<file path="config.mk">
export PLATFORM = sky130hd
export DESIGN_NAME = mem_read_arbiter
export DESIGN_NICKNAME = d
export VERILOG_FILES = /design/src/rtl/mem_read_arbiter_pkg.sv /design/src/rtl/mem_read_arbiter_rr_arbiter.sv /design/src/rtl/mem_read_arbiter.sv
export SDC_FILE = /design/constraint.sdc
export NUM_CORES = 1
export LEC_CHECK = 0
export BUFFER_PORTS_ARGS = -buffer_cell sky130_fd_sc_hd__buf_2
export CORE_AREA = 2 2 114 116
export CTS_CLUSTER_DIAMETER = 120
export DETAILED_ROUTE_END_ITERATION = 10
export DIE_AREA = 0 0 116 118
export GPL_TIMING_DRIVEN = 0
export PLACE_DENSITY = 0.73
export SYNTH_ARGS = -nofsm -noshare
export SYNTH_HDL_FRONTEND = slang
export SYNTH_SLANG_ARGS = --single-unit
</file>
<file path="constraint.sdc">
create_clock -name clk -period 6 [get_ports clk]
set_input_delay 1.2 -clock clk [delete_from_list [all_inputs] [get_ports clk]]
set_output_delay 1.2 -clock clk [all_outputs]
set_load 0.02 [all_outputs]
</file>
<file path="src/rtl/mem_read_arbiter_pkg.sv">
// Shared types and constants for the memory read arbiter.
package mem_read_arbiter_pkg;

    localparam int NUM_REQ_DEF = 4;

    // Requester slots
    localparam int ICACHE_MEM  = 0;
    localparam int ICACHE_MMIO = 1;
    localparam int DCACHE_MEM  = 2;
    localparam int DCACHE_MMIO = 3;

    typedef enum logic [1:0] {
        ST_IDLE = 2'd0,
        ST_ADDR = 2'd1,
        ST_DATA = 2'd2
    } arb_state_t;

endpackage

</file>
<file path="src/rtl/mem_read_arbiter_rr_arbiter.sv">
// Combinational round-robin picker: scans requests starting at the pointer.
module rr_arbiter #(
    parameter int N   = 4,
    parameter int IDW = 2
) (
    input  logic [N-1:0]   i_req,
    input  logic [IDW-1:0] i_ptr,
    output logic [N-1:0]   o_gnt,
    output logic [IDW-1:0] o_idx,
    output logic           o_any
);

    logic [IDW-1:0] w_k;

    // First asserted request at or after the pointer, wrapping at N
    always_comb begin
        o_gnt = '0;
        o_idx = '0;
        o_any = 1'b0;
        w_k   = i_ptr;
        for (int i = 0; i < N; i++) begin
            if (!o_any && i_req[w_k]) begin
                o_any      = 1'b1;
                o_gnt[w_k] = 1'b1;
                o_idx      = w_k;
            end
            w_k = (w_k == IDW'(N - 1)) ? '0 : w_k + 1'b1;
        end
    end

endmodule

</file>
<file path="src/rtl/mem_read_arbiter.sv">
// Single-outstanding read arbiter between cache requesters and memory.
//
// state   | meaning
// --------+-------------------------------------------------------------
// IDLE    | no transaction; grant a requester round-robin this cycle
// ADDR    | presenting latched request downstream, waiting for ready
// DATA    | routing read beats to the owner until mem_rdata_last
module mem_read_arbiter
    import mem_read_arbiter_pkg::*;
#(
    parameter int NUM_REQ = NUM_REQ_DEF,
    parameter int LEN_W   = 8,
    localparam int IDW    = (NUM_REQ > 1) ? $clog2(NUM_REQ) : 1
) (
    input  logic                           clk,
    input  logic                           rst,
    input  logic [NUM_REQ-1:0]             req_valid,
    output logic [NUM_REQ-1:0]             req_ready,
    input  logic [NUM_REQ-1:0][31:0]       req_addr,
    input  logic [NUM_REQ-1:0][LEN_W-1:0]  req_len,
    input  logic [NUM_REQ-1:0]             req_drop,
    output logic                           mem_req_valid,
    input  logic                           mem_req_ready,
    output logic [31:0]                    mem_req_addr,
    output logic [LEN_W-1:0]               mem_req_len,
    output logic [IDW-1:0]                 mem_req_id,
    input  logic                           mem_rdata_valid,
    input  logic [31:0]                    mem_rdata,
    input  logic                           mem_rdata_last,
    output logic [NUM_REQ-1:0]             resp_valid,
    output logic [31:0]                    resp_data,
    output logic                           resp_last,
    output logic                           proto_err
);

    arb_state_t         r_state, w_state_nxt;
    logic [IDW-1:0]     r_rr_ptr;
    logic [IDW-1:0]     r_id;
    logic [31:0]        r_addr;
    logic [LEN_W-1:0]   r_len;
    logic [LEN_W-1:0]   r_cnt;
    logic               r_drop;
    logic               r_proto_err;

    logic [NUM_REQ-1:0] w_gnt;
    logic [IDW-1:0]     w_idx;
    logic               w_any;
    logic               w_beat;
    logic               w_deliver;
    logic               w_err;
    logic [NUM_REQ-1:0] w_id_oh;

    rr_arbiter #(.N(NUM_REQ), .IDW(IDW)) u_rr (
        .i_req (req_valid),
        .i_ptr (r_rr_ptr),
        .o_gnt (w_gnt),
        .o_idx (w_idx),
        .o_any (w_any)
    );

    // State register
    always_ff @(posedge clk or posedge rst) begin
        if (rst) r_state <= ST_IDLE;
        else     r_state <= w_state_nxt;
    end

    // Next state, beat routing and error detection
    always_comb begin
        w_state_nxt   = r_state;
        req_ready     = '0;
        w_id_oh       = '0;
        w_id_oh[r_id] = 1'b1;
        w_beat        = (r_state == ST_DATA) && mem_rdata_valid;
        // a drop in the same cycle as a beat already suppresses it
        w_deliver     = w_beat && !r_drop && !req_drop[r_id];
        w_err         = (mem_rdata_valid && (r_state != ST_DATA)) ||
                        (w_beat && (mem_rdata_last != (r_cnt == r_len)));
        case (r_state)
            ST_IDLE: begin
                // reset is async, so gate the combinational grant with it too
                if (w_any && !rst) begin
                    req_ready   = w_gnt;
                    w_state_nxt = ST_ADDR;
                end
            end
            ST_ADDR: if (mem_req_ready) w_state_nxt = ST_DATA;
            ST_DATA: if (w_beat && mem_rdata_last) w_state_nxt = ST_IDLE;
            default: w_state_nxt = ST_IDLE;
        endcase
        mem_req_valid = (r_state == ST_ADDR);
        mem_req_addr  = r_addr;
        mem_req_len   = r_len;
        mem_req_id    = r_id;
        resp_valid    = w_deliver ? w_id_oh : '0;
        resp_data     = mem_rdata;
        resp_last     = w_deliver && mem_rdata_last;
        proto_err     = r_proto_err;
    end

    // Latched request, beat counter, drop flag, pointer and sticky error
    always_ff @(posedge clk or posedge rst) begin
        if (rst) begin
            r_rr_ptr    <= '0;
            r_id        <= '0;
            r_addr      <= '0;
            r_len       <= '0;
            r_cnt       <= '0;
            r_drop      <= 1'b0;
            r_proto_err <= 1'b0;
        end else begin
            if (w_err) r_proto_err <= 1'b1;
            case (r_state)
                ST_IDLE: begin
                    r_cnt  <= '0;
                    r_drop <= 1'b0;
                    if (w_any) begin
                        r_addr <= req_addr[w_idx];
                        r_len  <= req_len[w_idx];
                        r_id   <= w_idx;
                    end
                end
                ST_ADDR: if (req_drop[r_id]) r_drop <= 1'b1;
                ST_DATA: begin
                    if (req_drop[r_id]) r_drop <= 1'b1;
                    if (w_beat) begin
                        if (mem_rdata_last) begin
                            r_cnt    <= '0;
                            r_drop   <= 1'b0;
                            r_rr_ptr <= (r_id == IDW'(NUM_REQ - 1)) ? '0 : r_id + 1'b1;
                        end else begin
                            r_cnt <= r_cnt + 1'b1;
                        end
                    end
                end
                default: ;
            endcase
        end
    end

endmodule
</file>
* Word level (Yosys, flattened, before mapping)
Cells that the tools add are included.
** Cells by class
- Mux-type cells :: 54
- Bitwise operators :: 3
- Magnitude comparators :: 11
- Equal/unequal tests :: 13
- $add $sub $neg :: 5
- Reduce and logical (&&, ||, !) cells :: 30
** Operators by type and width (count)
- $bmux 32 s2 :: 1
- $mux 32 :: 1
- $mux 4 :: 7
- $mux 8 :: 3
- $mux 2 :: 11
- $lt 2x3->1 const B :: 6
- $mux 1 :: 17
- $bmux 8 s2 :: 1
- $logic_and 1x1->1 :: 16
- $pmux 8 s2 :: 1
- $or 4x4->4 :: 3
- $bmux 1 s2 :: 5
- $demux 1 s2 :: 5
- $eq 2x2->1 const B :: 5
- $ge 2x1->1 const B :: 5
- $add 2x1->2 const B :: 4
- $add 8x1->8 const B :: 1
- $eq 8x8->1 :: 1
- $logic_not 1->1 :: 6
- $ne 2x2->1 const B :: 3
- $pmux 2 s3 :: 1
- $reduce_and 3->1 :: 2
- $ne 2x1->1 const B :: 2
- $reduce_and 2->1 :: 2
- other kinds (7) :: 7
** Storage, ports and cells
- Word-level logic and storage cells :: 124
- Bits in registers :: 56
- Bits of input ports :: 205
- Output and inout port bits :: 85

* Logic depth before layout (Yosys ltp)
- Depth after elaboration :: 15
- Mapped depth :: 14
- Depth with buffers taken out :: 8

* Modules after synthesis
From an unflattened synthesis, not the netlist that was laid out.
** Second synthesis, totals
- Cells, all modules :: 344
- Area, all modules :: 4374.2 um^2
** By module, submodules not included
- mem_read_arbiter :: cells an instance 276, times used 1, area an instance 3792.4 um^2, seq. area each 1401.3 um^2
- rr_arbiter :: cells an instance 68, times used 1, area an instance 581.8 um^2, seq. area each 0.0 um^2

* Least setup slack after synthesis
Ideal clock, no wire load.
- Path type :: input-to-output
- Start point :: in req_valid[0]
- End point :: out req_ready[0]
- Data arrival time :: 3.216 ns
- Stages :: 8
- Buffers on the path :: 3
- Slack :: 1.584 ns
- Cell sequence :: clkbuf_2 -> mux4_2 -> or2_1 -> nor3_1 -> nand2b_1 -> clkbuf_1 -> buf_1 -> a211oi_1
** Between the ends
- Longest elaborated chain between the ends :: 15
- Elaborated cells on any way between the ends :: 28
- Classes of those cells :: 18 x mux; 3 x bitwise; 7 x reduce/logical
** RTL lines
- from (decl) :: line mem_read_arbiter.sv:17 : input logic [NUM_REQ-1:0] req_valid,
- $bmux 1 s2 :: line mem_read_arbiter_rr_arbiter.sv:22 : if (!o_any && i_req[w_k]) begin
- $mux 1 (implied by the code) :: line mem_read_arbiter_rr_arbiter.sv:22
- $mux 1 :: line mem_read_arbiter_rr_arbiter.sv:22
- $logic_not 1->1 :: line mem_read_arbiter_rr_arbiter.sv:22
- $logic_and 1x1->1 :: line mem_read_arbiter_rr_arbiter.sv:22
- $mux 1 :: line mem_read_arbiter_rr_arbiter.sv:22
- $logic_not 1->1 :: line mem_read_arbiter_rr_arbiter.sv:22
- $logic_and 1x1->1 :: line mem_read_arbiter_rr_arbiter.sv:22
- $mux 1 :: line mem_read_arbiter_rr_arbiter.sv:22
- $logic_not 1->1 :: line mem_read_arbiter_rr_arbiter.sv:22
- $logic_and 1x1->1 :: line mem_read_arbiter_rr_arbiter.sv:22
- $mux 1 :: line mem_read_arbiter_rr_arbiter.sv:22
- $logic_and 1x1->1 :: line mem_read_arbiter.sv:81 : if (w_any && !rst) begin
- $mux 4 (*) :: line mem_read_arbiter.sv:81
- $mux 4 (*) :: line mem_read_arbiter.sv:78 : case (r_state)
- to (decl) :: line mem_read_arbiter.sv:18 : output logic [NUM_REQ-1:0] req_ready,
Every way passes the cells marked *; elsewhere a longest branch is shown, timed or not. The select of a mux whose other input is x is not followed.

* Worst setup path after layout
- Start point :: reg r_rr_ptr[0]
- End point :: out req_ready[3]
** Between the ends
- Longest elaborated chain between the ends :: 15
- Elaborated cells on any way between the ends :: 57
- Classes of those cells :: 3 x add/sub; 8 x order compare; 3 x eq/ne; 29 x mux; 3 x bitwise; 11 x reduce/logical
** RTL lines
- from (decl) :: line mem_read_arbiter.sv:37 : logic [IDW-1:0] r_rr_ptr;
- from (signal assigned) :: line mem_read_arbiter.sv:129 : r_rr_ptr <= (r_id == IDW'(NUM_REQ - 1)) ? '0 : r_id + 1'b1;
- parallel branches: the longest is 13 deep, another holds $lt 2x3->1
- $mux 4 (*) :: line mem_read_arbiter.sv:81
- $mux 4 (*) :: line mem_read_arbiter.sv:78
Mark *: on every way between the ends. The select of a mux whose other input is x is not followed.

==> metrics.md <==
| Metric | Value |
|---|---|
| Post-Synthesis Cells | `~600` |
| Min-delay worst type | `reg2reg` |
| Max Root-Sink Buffers | `2` |
| Pins Over Slew Limit | `0` |
| TritonCTS buffer count | `5` |
| WL/cell | `roughly 19 um` |
| Die Y | `about 120 um` |
| Fmax | `approximately 180 MHz` |
| GPL Wtd Cong | `0.935` |
| Relative max-transition margin | `29.1%` |
| Reg2reg start | `r_rr_ptr[0]` |
| Outcome | `finished, final reports clean` |
| Max VDD drop | `between 0.2 and 0.25 mV` |
| Cells on worst reg2reg path | `11` |
| Final #Nets | `1083` |
| Io pins | `290` |
| Vias/cell | `between 5 and 6` |
| DP HPWL | `approximately 16 mm` |
| Area share of the leading cell type in the synthesized netlist | `28.8%` |
| FFs w/ async S/R, synth | `100%` |
| Worst reg2reg setup slack | `1620 ps` |
| Root Driver | `clkbuf_16` |
| Placed cell count | `1027` |
| Final ANT Viol Nets | `0` |
| Detailed Route Iter0 Violations | `578` |
| Num rows | `41` |
| Startpoint Class | `flip-flop` |
| Fin crit share | `90.5%` |
| Initial antenna violation count | `1` |
| TritonCTS clock tree | `built` |
| Power Total | `3.92 mW` |
| Setup WS pre-CTS | `958 ps` |
| Hold Path Stages | `1` |
| Non-Filler Instances | `1036` |
| Clk Latency, worst-skew pair | `roughly 300 ps` |
| Fin util | `52.7%` |
| Synthesized area per cell | `8.13 um^2` |
| Die area | `13700 um^2` |
| Worst-path clk slew | `roughly 80 ps` |
| Setup bufs post-CTS | `0` |
| Core Area | `between 10000 and 15000 um^2` |
| Mapped Area | `4870 um^2` |
| Share of post-route cells with drive strength above 1 | `37.0%` |
| Clock sinks | `56` |
| Sequential element share of the synthesized area | `28.8%` |
| Period minus WS final | `approximately 5400 ps` |
| Top area cells in the synthesized netlist | `dfrtp_1 29%, o21ai_0 9.9%, nand3_1 8.9%` |
| Vias in the first global route | `about 5700` |
| Gr ovfl total | `0` |
| Hold Path Origin | `proto_err` |
| Hold Vio Cnt, Final | `0` |
| Top-count cell post-synth | `o21ai_0` |
| RSZ-0062 raised after global routing | `false` |
| Top_reg_cell synth | `dfrtp_1` |
| Initial core utilization | `39.2%` |
| CP max FO | `10` |
| WP data required | `4800 ps` |
| Vias post-DR | `between 6000 and 7000` |
| #FFs+latches synth | `56` |
| H-tree levels | `2` |
| Worst-Margin Slew | `1060 ps` |
| Post-Route WL | `19.9 mm` |
| Setup TNS | `0 ps` |
| Max-cap check violation count | `0` |
| Synth area leader | `dfrtp_1` |
| Number of remaining DRC errors | `0` |
| Die Wd | `around 120 um` |
| DRT Pass-1 Iters | `5` |
| Synth cell count leaders | `96 x o21ai_0, 87 x nand3_1, 56 x clkbuf_1, 56 x dfrtp_1, 47 x a21oi_1` |
| Port buffer count | `255` |
| Gr usage total | `between 20% and 30%` |
| Setup Viol. Count Final | `0` |
| Worst Setup End Kind | `output port` |
| Crit path kind | `reg2out` |
| Hold path endpoint | `proto_err` |
| PwrDens | `600 nW/um^2` |
| Post-CTS Resized | `0` |
| Synth warnings | `0` |
| RR Endpoint | `mem_req_addr[29]` |
| Netlist cell types | `53` |
| First-pass GRT wire length | `29.9 mm` |
| Final WS setup | `around 570 ps` |
| Net Count, Synth | `820` |
| Worst path arrival time | `4230 ps` |
| Largest net degree at the start of global routing | `31` |
| # hold bufs at CTS | `0` |
| Post-synth EDFFs | `0` |
| Worst clock skew | `8.35 ps` |
| Leakage power | `3.02 nW` |
| Area delta synth->final | `34.2%` |
==> metal layers <==
layer	GRT usage, %	share of wire, %	vias to the layer above
met3	4.17	7.8	39
met4	10.3	3.3	0
li1	-	-	2810
met2	46.5	48	358
met5	0	0	-
met1	35.9	41	2881
==> final cells by class <==
type / count / area [um^2]
diodes: 1 / 2.50
plain buffers: 101 / 551
clock buffers: 6 / 139
clock inverters: 2 / 13.8
fillers: 1277 / 5880
inverters: 11 / 41.3
multi-input cells: 431 / 2880
flip-flops and latches: 56 / 1400
well taps: 172 / 215
repair buffers: 256 / 1300
==> how the worst max path moves through the flow <==
stage | startpoint | endpoint | slack, ps
final | r_rr_ptr[0] | req_ready[3] | 570
after global placement | r_rr_ptr[0] | req_ready[2] | 950
after global routing | r_rr_ptr[0] | req_ready[2] | 220
after floorplan | req_valid[0] | req_ready[0] | 1580
after CTS | r_rr_ptr[0] | req_ready[3] | 570
after detailed placement | r_rr_ptr[0] | req_ready[3] | 960
==> per-stage QoR <==
step / area [um^2] / hold slack [ps]
after detailed placement: 6380 / 457
after CTS: 6540 / 472
final: 6540 / 477
after global placement: 6360 / 451
after floorplan: 4870 / 484
after global routing: 6540 / 496
==> logic make-up (layout without fill, tap and decap cells) <==
logic type	after synthesis	after routing	share of synthesized area, %
AOI/OAI and AO/OA	251	251	34.8
xor gates and xnor gates	11	11	1.98
adders and majority gates	16	16	4.11
buffers and inverters	112	376	12.1
DFF	56	56	28.8
muxes	10	10	2.93
other	0	1	0
and+or+nand+nor	143	143	15.3
==> power by group <==
part | switching, mW | internal (mW) | leakage, nW
sequential | 0.125 | 0.553 | 0.706
combinational | 1.85 | 1.08 | 2.24
clock | 0.150 | 0.168 | 0.0773
total | 2.12 | 1.80 | 3.02
==> critical path, cell delays in order (launching register included) <==
cell and delay (ps):
dfrtp_1 480, clkbuf_1 410, inv_1 180, ha_1 310, clkbuf_1 250, mux2_2 410
or2_1 270, nor3_1 310, nand2b_1 170, clkbuf_1 390, buf_1 460, a211oi_1 90
buf_2 180
==> state kept, by name, summed over array words and instances (netlist names) <==
signal / count
mem_req_addr: 32
mem_req_len: 8
r_cnt: 8
mem_req_id: 2
r_rr_ptr: 2
r_state: 2
proto_err: 1
r_drop: 1
==> placed cells by master (no fill, tap or decap), types with 2 or more instances in the layout <==
cell type / count
a222oi_1: 4
nand2b_1: 3
clkbuf_16: 5
and2_1: 6
a221oi_1: 41
o22ai_1: 2
o31ai_1: 3
nor2_1: 7
dfrtp_1: 56
o211ai_1: 2
xnor2_1: 9
buf_1: 2
nor2b_1: 3
clkbuf_2: 2
mux4_2: 3
buf_2: 258
ha_1: 16
a21o_1: 2
inv_1: 10
nand2_1: 17
nand3_1: 87
o21a_1: 2
buf_6: 6
buf_4: 32
mux2_2: 4
o21ai_0: 96
nor3_1: 4
a211oi_1: 4
xor2_1: 2
clkbuf_1: 56
mux2i_1: 3
a21oi_1: 47
nand4_1: 2
a221o_1: 40
and3_1: 3
Power figures use the tool's default switching activity.
